<file path="src/rtl/lsu_mem_sequencer.sv">
// Load/store sequencer between the MEM stage and a single-outstanding data bus.
// Boundary-crossing accesses are split into two aligned beats and the read data is merged.
module lsu_mem_sequencer #(
    parameter int XLEN               = 32,
    parameter int ADDR_W             = 32,
    parameter bit SUPPORT_MISALIGNED = 1'b1
) (
    input  logic              i_clk,
    input  logic              i_rst,
    input  logic              i_req_valid,
    output logic              o_req_ready,
    input  logic              i_req_write,
    input  logic [2:0]        i_req_type,
    input  logic [ADDR_W-1:0] i_req_addr,
    input  logic [XLEN-1:0]   i_req_wdata,
    output logic              o_mem_req,
    input  logic              i_mem_gnt,
    output logic              o_mem_we,
    output logic [ADDR_W-1:0] o_mem_addr,
    output logic [XLEN-1:0]   o_mem_wdata,
    output logic [XLEN/8-1:0] o_mem_be,
    input  logic              i_mem_rvalid,
    input  logic [XLEN-1:0]   i_mem_rdata,
    input  logic              i_mem_err,
    output logic              o_rsp_valid,
    output logic              o_rsp_err,
    output logic [XLEN-1:0]   o_rsp_rdata
);
    localparam int NB = XLEN / 8;
    localparam int OW = $clog2(NB);

    typedef enum logic [2:0] {IDLE, BEAT1, WAIT1, BEAT2, WAIT2, RESP} state_t;

    state_t            state, state_n;
    logic              write_q, uns_q, cross_q, err_q;
    logic [3:0]        size_q;
    logic [OW-1:0]     off_q;
    logic [ADDR_W-1:0] base_q;
    logic [XLEN-1:0]   wdata_q, d1_q, d2_q;

    logic [3:0]        dec_size;
    logic              dec_bad, dec_cross;
    logic [OW-1:0]     dec_off;

    always_comb begin
        dec_size = 4'd0;
        dec_bad  = 1'b0;
        dec_off  = i_req_addr[OW-1:0];
        case (i_req_type)
            3'b000, 3'b100: dec_size = 4'd1;
            3'b001, 3'b101: dec_size = 4'd2;
            3'b010:         dec_size = 4'd4;
            3'b011: begin dec_size = 4'd8; dec_bad = (XLEN == 32); end
            3'b110: begin dec_size = 4'd4; dec_bad = (XLEN == 32); end
            default:        dec_bad  = 1'b1;
        endcase
        if (i_req_write && i_req_type[2]) dec_bad = 1'b1;
        dec_cross = (5'(dec_off) + 5'(dec_size)) > 5'(NB);
        if (dec_cross && !SUPPORT_MISALIGNED) dec_bad = 1'b1;
    end

    always_ff @(posedge i_clk) begin
        if (i_rst) begin
            state   <= IDLE;
            write_q <= 1'b0;
            uns_q   <= 1'b0;
            cross_q <= 1'b0;
            err_q   <= 1'b0;
            size_q  <= '0;
            off_q   <= '0;
            base_q  <= '0;
            wdata_q <= '0;
            d1_q    <= '0;
            d2_q    <= '0;
        end else begin
            state <= state_n;
            if (state == IDLE && i_req_valid) begin
                write_q <= i_req_write;
                uns_q   <= i_req_type[2];
                cross_q <= dec_cross;
                err_q   <= dec_bad;
                size_q  <= dec_size;
                off_q   <= dec_off;
                base_q  <= {i_req_addr[ADDR_W-1:OW], {OW{1'b0}}};
                wdata_q <= i_req_wdata;
                d1_q    <= '0;
                d2_q    <= '0;
            end
            if (state == WAIT1 && i_mem_rvalid) begin
                d1_q  <= i_mem_rdata;
                err_q <= i_mem_err;
            end
            if (state == WAIT2 && i_mem_rvalid) begin
                d2_q  <= i_mem_rdata;
                err_q <= i_mem_err;
            end
        end
    end

    always_comb begin
        state_n = state;
        case (state)
            IDLE:  if (i_req_valid) state_n = dec_bad ? RESP : BEAT1;
            BEAT1: if (i_mem_gnt) state_n = WAIT1;
            WAIT1: if (i_mem_rvalid) state_n = (i_mem_err || !cross_q) ? RESP : BEAT2;
            BEAT2: if (i_mem_gnt) state_n = WAIT2;
            WAIT2: if (i_mem_rvalid) state_n = RESP;
            RESP:  state_n = IDLE;
            default: state_n = IDLE;
        endcase
    end

    logic [2*XLEN-1:0] w2, r2;
    logic [2*NB-1:0]   be_mask, be2;
    logic [XLEN-1:0]   lo, ext;
    logic              sbit, beat2;
    int                msb;

    // Store lanes and load merge both work on a double-width window shifted by the byte offset.
    always_comb begin
        w2 = {{XLEN{1'b0}}, wdata_q} << {off_q, 3'b000};
        for (int i = 0; i < 2*NB; i++) be_mask[i] = (i < int'(size_q));
        be2 = be_mask << off_q;
        r2  = {d2_q, d1_q} >> {off_q, 3'b000};
        lo  = r2[XLEN-1:0];
        msb = 8 * int'(size_q) - 1;
        sbit = 1'b0;
        for (int i = 0; i < XLEN; i++) if (i == msb) sbit = lo[i];
        for (int i = 0; i < XLEN; i++) ext[i] = (i <= msb) ? lo[i] : (sbit & ~uns_q);
    end

    always_comb begin
        beat2       = (state == BEAT2);
        o_req_ready = (state == IDLE);
        o_mem_req   = (state == BEAT1) || beat2;
        o_mem_we    = o_mem_req && write_q;
        o_mem_addr  = o_mem_req ? (base_q + (beat2 ? ADDR_W'(NB) : '0)) : '0;
        o_mem_wdata = o_mem_we ? (beat2 ? w2[2*XLEN-1:XLEN] : w2[XLEN-1:0]) : '0;
        o_mem_be    = o_mem_we ? (beat2 ? be2[2*NB-1:NB] : be2[NB-1:0]) : '0;
        o_rsp_valid = (state == RESP);
        o_rsp_err   = o_rsp_valid && err_q;
        o_rsp_rdata = (o_rsp_valid && !err_q && !write_q) ? ext : '0;
    end
endmodule

</file>
<file path="config.mk">
export PLATFORM = sky130hd
export DESIGN_NAME = lsu_mem_sequencer
export DESIGN_NICKNAME = d
export VERILOG_FILES = /design/src/rtl/lsu_mem_sequencer.sv
export SDC_FILE = /design/constraint.sdc
export NUM_CORES = 1
export LEC_CHECK = 0
export BUFFER_PORTS_ARGS = -buffer_cell sky130_fd_sc_hd__buf_2
export CAP_MARGIN = 25
export CORE_MARGIN = 1.5
export CORE_UTILIZATION = 34
export CTS_BUF_LIST = sky130_fd_sc_hd__clkbuf_8
export DETAILED_ROUTE_END_ITERATION = 6
export HOLD_SLACK_MARGIN = 0.08
export SYNTH_ARGS = -nofsm -noshare
export SYNTH_HDL_FRONTEND = slang
export SYNTH_SLANG_ARGS = --single-unit
</file>
<file path="constraint.sdc">
create_clock -name i_clk -period 5.8 [get_ports i_clk]
set_input_delay 0.87 -clock i_clk [delete_from_list [all_inputs] [get_ports i_clk]]
set_output_delay 0.87 -clock i_clk [all_outputs]
set_load 0.05 [all_outputs]
</file>
Yosys cells after proc, flatten, opt, wreduce, memory -nomap -nowiden
Index checks and enable logic that the tools add are counted.
{"block": "totals", "in_bits": 106, "regBits": 139, "out_inout_bits": 105, "wordCells": 219}
{"block": "classes", "n_addsub": 3, "muxes": 88, "shifts": 3, "n_lt_le_gt_ge": 41, "n_bitwise": 2, "eq_ne": 47, "n_reduce_logical": 24}
{"cell": "$mux 32", "n": 7}
{"cell": "$eq 6x8->1 const A", "n": 16}
{"cell": "$le 6x8->1 const A", "n": 16}
{"cell": "$mux 1", "n": 69}
{"cell": "$eq 5x8->1 const A", "n": 8}
{"cell": "$le 5x8->1 const A", "n": 8}
{"cell": "$shl 32x5->64", "n": 1}
{"cell": "$shr 64x5->32", "n": 1}
{"cell": "$add 32x3->32", "n": 1}
{"cell": "$eq 4x8->1 const A", "n": 4}
{"cell": "$le 4x8->1 const A", "n": 4}
{"cell": "$logic_not 32->1", "n": 1}
{"cell": "$mux 3", "n": 8}
{"cell": "$eq 3x8->1 const A", "n": 2}
{"cell": "$le 3x8->1 const A", "n": 2}
{"cell": "$lt 3x4->1 const A", "n": 4}
{"cell": "$pmux 4 s4", "n": 1}
{"cell": "$eq 3x3->1 const B", "n": 5}
{"cell": "$pmux 3 s5", "n": 1}
{"cell": "$eq 3x2->1 const B", "n": 4}
{"cell": "$ne 2x2->1 const B", "n": 5}
{"cell": "$eq 2x8->1 const A", "n": 1}
{"cell": "$le 1x8->1 const A", "n": 1}
{"cell": "$le 2x8->1 const A", "n": 1}
{"cell": "other kinds (19)", "n": 37}

Longest topological paths before layout
Gate-level depths: netlist of run 1.
{"block": "depth", "word_depth": 37, "mapped_depth": 14, "mapped_depth_nobuf": 13}

Worst setup path after synthesis of run 1
OpenSTA, ideal clock, no wires.
{"block": "synth_timing", "kind": "register -> output", "from": "register state[0]", "to": "output o_mem_addr[26]", "t_arrival_ns": 3.816, "stages_incl_launch_ff": 14, "n_path_buf": 2, "path_slack_ns": 1.114, "required_time_ns": 4.930, "cell_sequence": "dfxtp_1 clkbuf_1 nand2_1 inv_1 nand2_1 inv_1 clkbuf_1 ha_1 ha_1 nand2_1 nor2_1 nand4_1 or3_1 a21oi_1"}
{"block": "synth_between", "word_cells_on_any_way": 6, "classes_between": "add/sub: 1; eq/ne: 2; mux: 2; reduce/logical: 1"}
{"element": "from (decl)", "line_no": "34", "rtl": "state_t state, state_n;"}
{"element": "from (signal assigned)", "line_no": "76", "rtl": "state <= state_n;"}
{"element": "$eq 3x1->1 or $eq 3x2->1 (tied branches)", "line_no": "135, 133"}
{"element": "$logic_or 1x1->1 *", "line_no": "135", "rtl": "o_mem_req = (state == BEAT1) || beat2;"}
{"element": "via o_mem_req", "line_no": "16", "rtl": "output logic o_mem_req,"}
{"element": "$mux 32 *", "line_no": "137", "rtl": "o_mem_addr = o_mem_req ? (base_q + (beat2 ? ADDR_W'(NB) : '0)) : '0;"}
{"element": "to (decl)", "line_no": "19", "rtl": "output logic [ADDR_W-1:0] o_mem_addr,"}
Mark *: on every way through the listed nets, which the timed path passes. The rest lies on a longest branch.

Worst setup path in the final report of run 1
{"block": "layout_timing", "from": "register state[2]", "to": "output o_mem_addr[30]"}
{"block": "layout_between", "elab_chain_cells": 4, "word_cells_on_any_way": 6, "classes_between": "add/sub: 1; eq/ne: 2; mux: 2; reduce/logical: 1"}
{"element": "$eq 3x2->1", "line_no": "133", "rtl": "beat2 = (state == BEAT2);"}
{"element": "$mux 3", "line_no": "137"}
{"element": "$add 32x3->32", "line_no": "137"}
{"element": "$mux 32 *", "line_no": "137"}
Mark *: on every way between the ends. The rest lies on a longest branch, timed or not.

==> impl_metrics.toml, run 1 <==
[flow_run]
max_cap_viol_count = 0

[logic_synthesis]
postSynthCellCount = 1136
syn_area_um2 = 8115
ys.flop_type = "dfxtp_1"
synth_cell_types = 57
synth-seq-cells = 131
synth.yosys.seq_area_share = 0.3232
synthArstFlopShare = 0
synth-edff-count = 0
yosysWarnings = 0
synth_area_per_cell_um2 = 7.144

[grt]
grt_pass1_wl_um = 42350
grt_pass1_vias = 7790
grt_start_max_net_pins = 80
antenna_found_initial = 1
grt.total_usage = 0.2196
overflow = 0

[clocking]
postCtsHoldBufs = 0
cts_tree = "done"
cts_buffer_depth = 2
post_cts_resized = 0
insertion_delay_ns = 0.46
htree_levels = 4
post_cts_buffers = 0
cts_made_buffers = 17
clkTransAtPathRegs_ns = 0.09
clock-sinks = 131
clockRootBuffer = "clkbuf_8"

[cells_and_area]
fillCellCount = 2545
nNetsFinal = 1396
register_area_um2 = 2628
syn_to_final_growth_pct = 19.58
multi_input_area_um2 = 5060
layout_common_cells = "246 x nand2_1, 207 x buf_2, 187 x a21oi_1, 129 x dfxtp_1, 103 x nor2_1"
final_area_um2 = 9704
layout_commonest_cell = "nand2_1"
fin_cells = 1611
drive_gt1_frac = 0.2363

[timing]
clock_skew_ns = 0.01739
finalSetupViolCount = 0
drv_slew = 0
finalCritPeriodShare = 0.8646
tightest_slew_ns = 1.013
rsz0062_at_grt = "false"
max_slew_margin = 0.3195
fin_setup_tns_ns = 0
final.setup.worst_slack_ns = 0.7853
hold_ws_ns = 0.4679
fmax_mhz = 199.4
hold_violations = 0
min_period_ns = 5.015

[floorplanning]
core_um2 = 23470
die-area_um2 = 24800
io_pins = 211
rows = 56
die_w_um = 157.5
initial_utilization = 0.3457
die_h_um = 157.5

[detailed_routing]
drt_iter0_markers = 567
drc_errors = 0
routedWlPerCell_um = 17.17
ant_nets = 0
first_pass_iters = 5
wl_um = 27660
viasPerCell = 5.314
via_count = 8561

[worst_setup_path]
rr_worst_depth = 6
critPathMaxFanout = 31
startpoint_type = "register"
crit_arrival_ns = 4.14
critPathKind = "reg2out"
crit_path_end_kind = "output pin"
cp_data_required_time_ns = 4.93

[power_and_ir_drop]
peakVddDrop_mv = 0.2214
p_leak_nw = 3.758
power.density_nw_per_um2 = 336.2

[run_status]
run_status = "finished, final reports clean"

[placement]
place_ws_ns = 1.233
placed_area_um2 = 9273
gp_congestion = 0.8833
portBuffers = 208
place_inst = 1577
hpwl_um = 19030

[worst_hold_path]
hold_path_depth = 2
hp-class = "reg2reg"
==> layout make-up <==
class | count | share of cell area
antenna | 1 | 0.0002579
multi-input combinational | 891 | 0.5214
tap | 319 | 0.04113
clock buffer | 17 | 0.02411
inverter | 18 | 0.006962
sequential | 131 | 0.2708
timing repair buffer | 219 | 0.1181
clock inverter | 15 | 0.01728
==> worst paths after layout <==
check,slack (ns),start,endpoint
worst min register to register,0.47,d1_q[7],d1_q[7]
worst max-delay path,0.79,state[2],o_mem_addr[30]
worst min-delay path,0.47,d1_q[7],d1_q[7]
worst max register to register,3.23,state[1],cross_q
==> synth_stat cells (all sizes together) (3+ instances only) <==
library cell / n / area share
a21oi: 187 / 0.12
a221oi: 8 / 0.0086
a22oi: 17 / 0.016
and2: 7 / 0.0054
and3: 5 / 0.0039
and4: 3 / 0.0032
buf: 22 / 0.013
clkbuf: 75 / 0.035
dfxtp: 131 / 0.32
ha: 11 / 0.017
inv: 18 / 0.0083
mux2: 37 / 0.051
mux2i: 47 / 0.058
nand2: 247 / 0.11
nand2b: 6 / 0.0046
nand3: 80 / 0.052
nand4: 7 / 0.0054
nor2: 103 / 0.048
nor3: 8 / 0.0049
o211ai: 4 / 0.0037
o21ai: 25 / 0.015
o31ai: 18 / 0.017
o41ai: 5 / 0.0063
or3: 10 / 0.0077
xnor2: 9 / 0.0097
xor2: 12 / 0.013
==> logic make-up (layout without fill, tap and decap cells) <==
family / Yosys count / count (layout) / synth area share
buffers and inverters: 115 / 269 / 0.05566
AOI/OAI and AO/OA: 286 / 286 / 0.2074
xor gates and xnor gates: 21 / 21 / 0.02266
adders and majority gates: 13 / 13 / 0.02066
muxes: 86 / 86 / 0.1149
and+or+nand+nor: 483 / 483 / 0.2552
other: 1 / 3 / 0.0004621
DFF: 131 / 131 / 0.3232
==> power by group <==
group / switching [mW] / leakage, nW / total (mW) / internal, mW
sequential: 0.175 / 1.07 / 1.21 / 1.04
combinational: 0.857 / 2.49 / 1.24 / 0.386
clock: 0.449 / 0.198 / 0.809 / 0.360
total: 1.48 / 3.76 / 3.26 / 1.78
==> registers in the layout, summed over array words and instances, names as in the netlist <==
name,count
base_q,30
cross_q,1
wdata_q,32
uns_q,1
err_q,1
state,3
off_q,2
d2_q,24
d1_q,32
write_q,1
size_q,4
==> routing by layer <==
| metal | up-vias | track usage | routed length, um |
|---|---|---|---|
| met5 | - | 0 | 0 |
| met1 | 3991 | 0.2863 | 12490 |
| met2 | 306 | 0.3612 | 13060 |
| li1 | 4227 | - | - |
| met3 | 37 | 0.04405 | 1555 |
| met4 | 0 | 0.07323 | 550 |
==> per-stage QoR <==
stage               utilization  total power [mW]
floorplan                     -             2.116
global placement         0.3950             2.446
detailed placement       0.3950             2.460
CTS                      0.4122             3.274
global route             0.4134             3.459
finish                   0.4134             3.262
==> worst max-delay path: stages, from the launching register on <==
cell,delay [ns]
dfxtp_1,0.42
inv_1,0.14
nand2_1,0.06
buf_4,0.24
inv_1,0.20
nand2_1,0.12
inv_1,0.34
ha_1,0.27
ha_1,0.23
nand2_1,0.08
nor2_1,0.41
nand4_1,0.34
or3_1,0.42
a21oi_1,0.14
buf_2,0.27
Power figures use the tool's default switching activity.
==> inputs of run 2 (changes only) <==
--- a/config.mk
+++ b/config.mk
@@ -5,13 +5,16 @@
 export SDC_FILE = /design/constraint.sdc
 export NUM_CORES = 1
 export LEC_CHECK = 0
+export ABC_AREA = 1
 export BUFFER_PORTS_ARGS = -buffer_cell sky130_fd_sc_hd__buf_2
 export CAP_MARGIN = 25
 export CORE_MARGIN = 1.5
-export CORE_UTILIZATION = 34
+export CORE_UTILIZATION = 55
 export CTS_BUF_LIST = sky130_fd_sc_hd__clkbuf_8
+export CTS_CLUSTER_SIZE = 40
 export DETAILED_ROUTE_END_ITERATION = 6
 export HOLD_SLACK_MARGIN = 0.08
+export PLACE_DENSITY = 0.82
 export SYNTH_ARGS = -nofsm -noshare
 export SYNTH_HDL_FRONTEND = slang
 export SYNTH_SLANG_ARGS = --single-unit
==> run 2 against run 1 <==
Compared with the run above:
- clock power fell by 2%
- clock skew fell by 0.0075 ns
- sequential cell count did not move
- largest cell class unchanged
==> impl_metrics.toml, run 2 <==
[worst_setup_path]
crit_arrival_ns = 3.96
cpPeakStageDelay_ns = 0.58
path_cells = "nor2_4 > nand2_1 > buf_4 > inv_1 > ha_1 > ha_1 > nand2_1 > inv_2 > nand2_1 > nor2_1 > nand2_1 > nor2_2 > nand2_1 > nor2_2 > nand3_1 > nor2_2 > a21oi_1 > nor2_1 > buf_2"
critPathMaxFanout = 29
cp_slowest_cell = "dfxtp_1"
startpoint_type = "register"
cp_data_required_time_ns = 4.93
crit_path_end_kind = "output pin"
critPathKind = "reg2out"
cpMostUsedCell = "nand2_1"

[timing]
min_period_ns = 4.829
fmax_mhz = 207.1
finalCritPeriodShare = 0.8326
hold_ws_ns = 0.4672
finalSetupViolCount = 0
final.setup.worst_slack_ns = 0.9710
fin_setup_tns_ns = 0
clock_skew_ns = 0.009936
max_slew_margin = 0.3082
rsz0062_at_grt = "false"
hold_violations = 0
drv_slew = 0
tightest_slew_ns = 1.034

[detailed_routing]
drt_iter0_markers = 1219
drc_errors = 0
via_count = 10080
ant_nets = 0
viasPerCell = 5.612
wl_um = 27730
first_pass_iters = 5
routedWlPerCell_um = 15.44

[logic_synthesis]
synth_area_leaders = "dfxtp_1 29%, o21ai_0 12%, a21oi_1 8.8%, inv_1 8.5%, nand2_1 8.2%"
synth-seq-cells = 131
synth_most_common_cell = "o21ai_0"
synth_cell_types = 44
synth.yosys.seq_area_share = 0.2949
ys_top_cells_by_count = "207 x o21ai_0, 202 x inv_1, 194 x nand2_1"
ys.flop_type = "dfxtp_1"
synth_top_cell_by_area = "dfxtp_1"
postSynthCellCount = 1421
synth-edff-count = 0
syn_area_um2 = 8892
yosysWarnings = 0
synth_area_per_cell_um2 = 6.258
synthArstFlopShare = 0
synth_top_area_frac = 0.2949

[clocking]
post_cts_resized = 0
insertion_delay_ns = 0.46
clkTransAtPathRegs_ns = 0.08
clockRootBuffer = "clkbuf_8"
cts_buffer_depth = 2
postCtsHoldBufs = 0
post_cts_buffers = 0
cts_tree = "done"
clock-sinks = 131
cts_made_buffers = 17
htree_levels = 4

[cells_and_area]
drive_gt1_frac = 0.2062
layout_common_cells = "208 x buf_2, 207 x o21ai_0, 205 x inv_1, 194 x nand2_1, 157 x a21oi_1"
fillCellCount = 1501
syn_to_final_growth_pct = 15.76
reg_top3 = "d1_q: 32 flops, wdata_q: 32 flops, base_q: 30 flops"
layout_commonest_cell = "buf_2"
nNetsFinal = 1682

[floorplanning]
die_h_um = 130.2
core_um2 = 15830
initial_utilization = 0.5618
die_w_um = 130.2
rows = 46
io_pins = 211
die-area_um2 = 16940

[power_and_ir_drop]
p_leak_nw = 4.361
peakVddDrop_mv = 0.2267
power.density_nw_per_um2 = 430.4

[flow_run]
max_cap_viol_count = 0

[worst_hold_path]
hp-class = "reg2reg"

[placement]
gp_congestion = 0.9192
place_ws_ns = 1.540
portBuffers = 208
hpwl_um = 19660

[run_status]
run_status = "finished, final reports clean"

[grt]
grt_start_max_net_pins = 124
grt.total_usage = 0.3253
antenna_found_initial = 4
grt_pass1_vias = 8813
overflow = 0
grt_pass1_wl_um = 43530
## run 2: changes by cell type in the layout (fill, tap and decap cells not counted), sizes merged, moves of 44 or more
| cell | change |
|---|---|
| nor2 | +63 |
| o21ai | +190 |
| nand2 | -45 |
| inv | +193 |
| o22ai | +44 |
| mux2i | -47 |
## run 2: routing by layer
layer / GRT usage / wire (um) / vias to the layer above
met3: 0.07954 / 2950 / 77
met1: 0.4432 / 11920 / 4518
met2: 0.4889 / 12030 / 509
met5: 0 / 0 / -
li1: - / - / 4976
met4: 0.1399 / 830 / 0
## run 2: worst paths after layout
check / cells past startpoint / to / slack (ns) / startpoint
setup / recovery: 19 / o_mem_addr[22] / 0.97 / state[2]
hold / removal: 2 / wdata_q[31] / 0.47 / wdata_q[31]
setup reg to reg: 8 / d1_q[28] / 1.99 / state[1]
hold reg to reg: 2 / wdata_q[31] / 0.47 / wdata_q[31]
## run 2: metrics by stage
stage	power, mW	instance area, um2	util	std cells
2_1_floorplan	3.115	8896	-	1422
6_report	4.431	10290	0.6504	1796
5_1_grt	4.744	10290	0.6504	1796
4_1_cts	4.373	10260	0.6480	1791
3_3_place_gp	3.538	9828	0.6209	1758
3_5_place_dp	3.583	9863	0.6232	1760
## run 2: kinds of logic (layout without fill, tap and decap cells)
kind of cell | count (synthesis) | after routing | share of synthesized area
flip-flops | 131 | 131 | 0.2949
AO/OA/AOI/OAI | 469 | 469 | 0.2889
other | 1 | 6 | 0.0004217
buffers and inverters | 312 | 466 | 0.1413
AND/OR/NAND/NOR | 483 | 483 | 0.2440
XOR/XNOR | 13 | 13 | 0.01280
adder cells (fa/ha/maj) | 12 | 12 | 0.01773
## run 2: area by class of cell
class / count / area, um2 / share of cell area
Inverter: 216 / 812.0 / 0.07889
Antenna cell: 4 / 10.01 / 0.0009724
Multi-Input combinational cell: 979 / 5017 / 0.4874
Sequential cell: 131 / 2628 / 0.2553
Timing Repair Buffer: 219 / 1164 / 0.1130
Tap cell: 216 / 270.3 / 0.02626
Clock inverter: 13 / 145.1 / 0.01410
Clock buffer: 18 / 247.7 / 0.02407
## run 2: critical path: cells and delay by family (launching register included)
| kind | cells | cell delay (ns) |
|---|---|---|
| fa+ha+maj | 2 | 0.48 |
| flops | 1 | 0.58 |
| buf+inv | 4 | 0.75 |
| simple gates | 12 | 1.62 |
| compound gates | 1 | 0.07 |
## run 2: power by group
part | internal (mW) | switching (mW) | total, mW
combinational | 0.610 | 1.68 | 2.29
clock | 0.426 | 0.366 | 0.792
sequential | 1.12 | 0.232 | 1.35
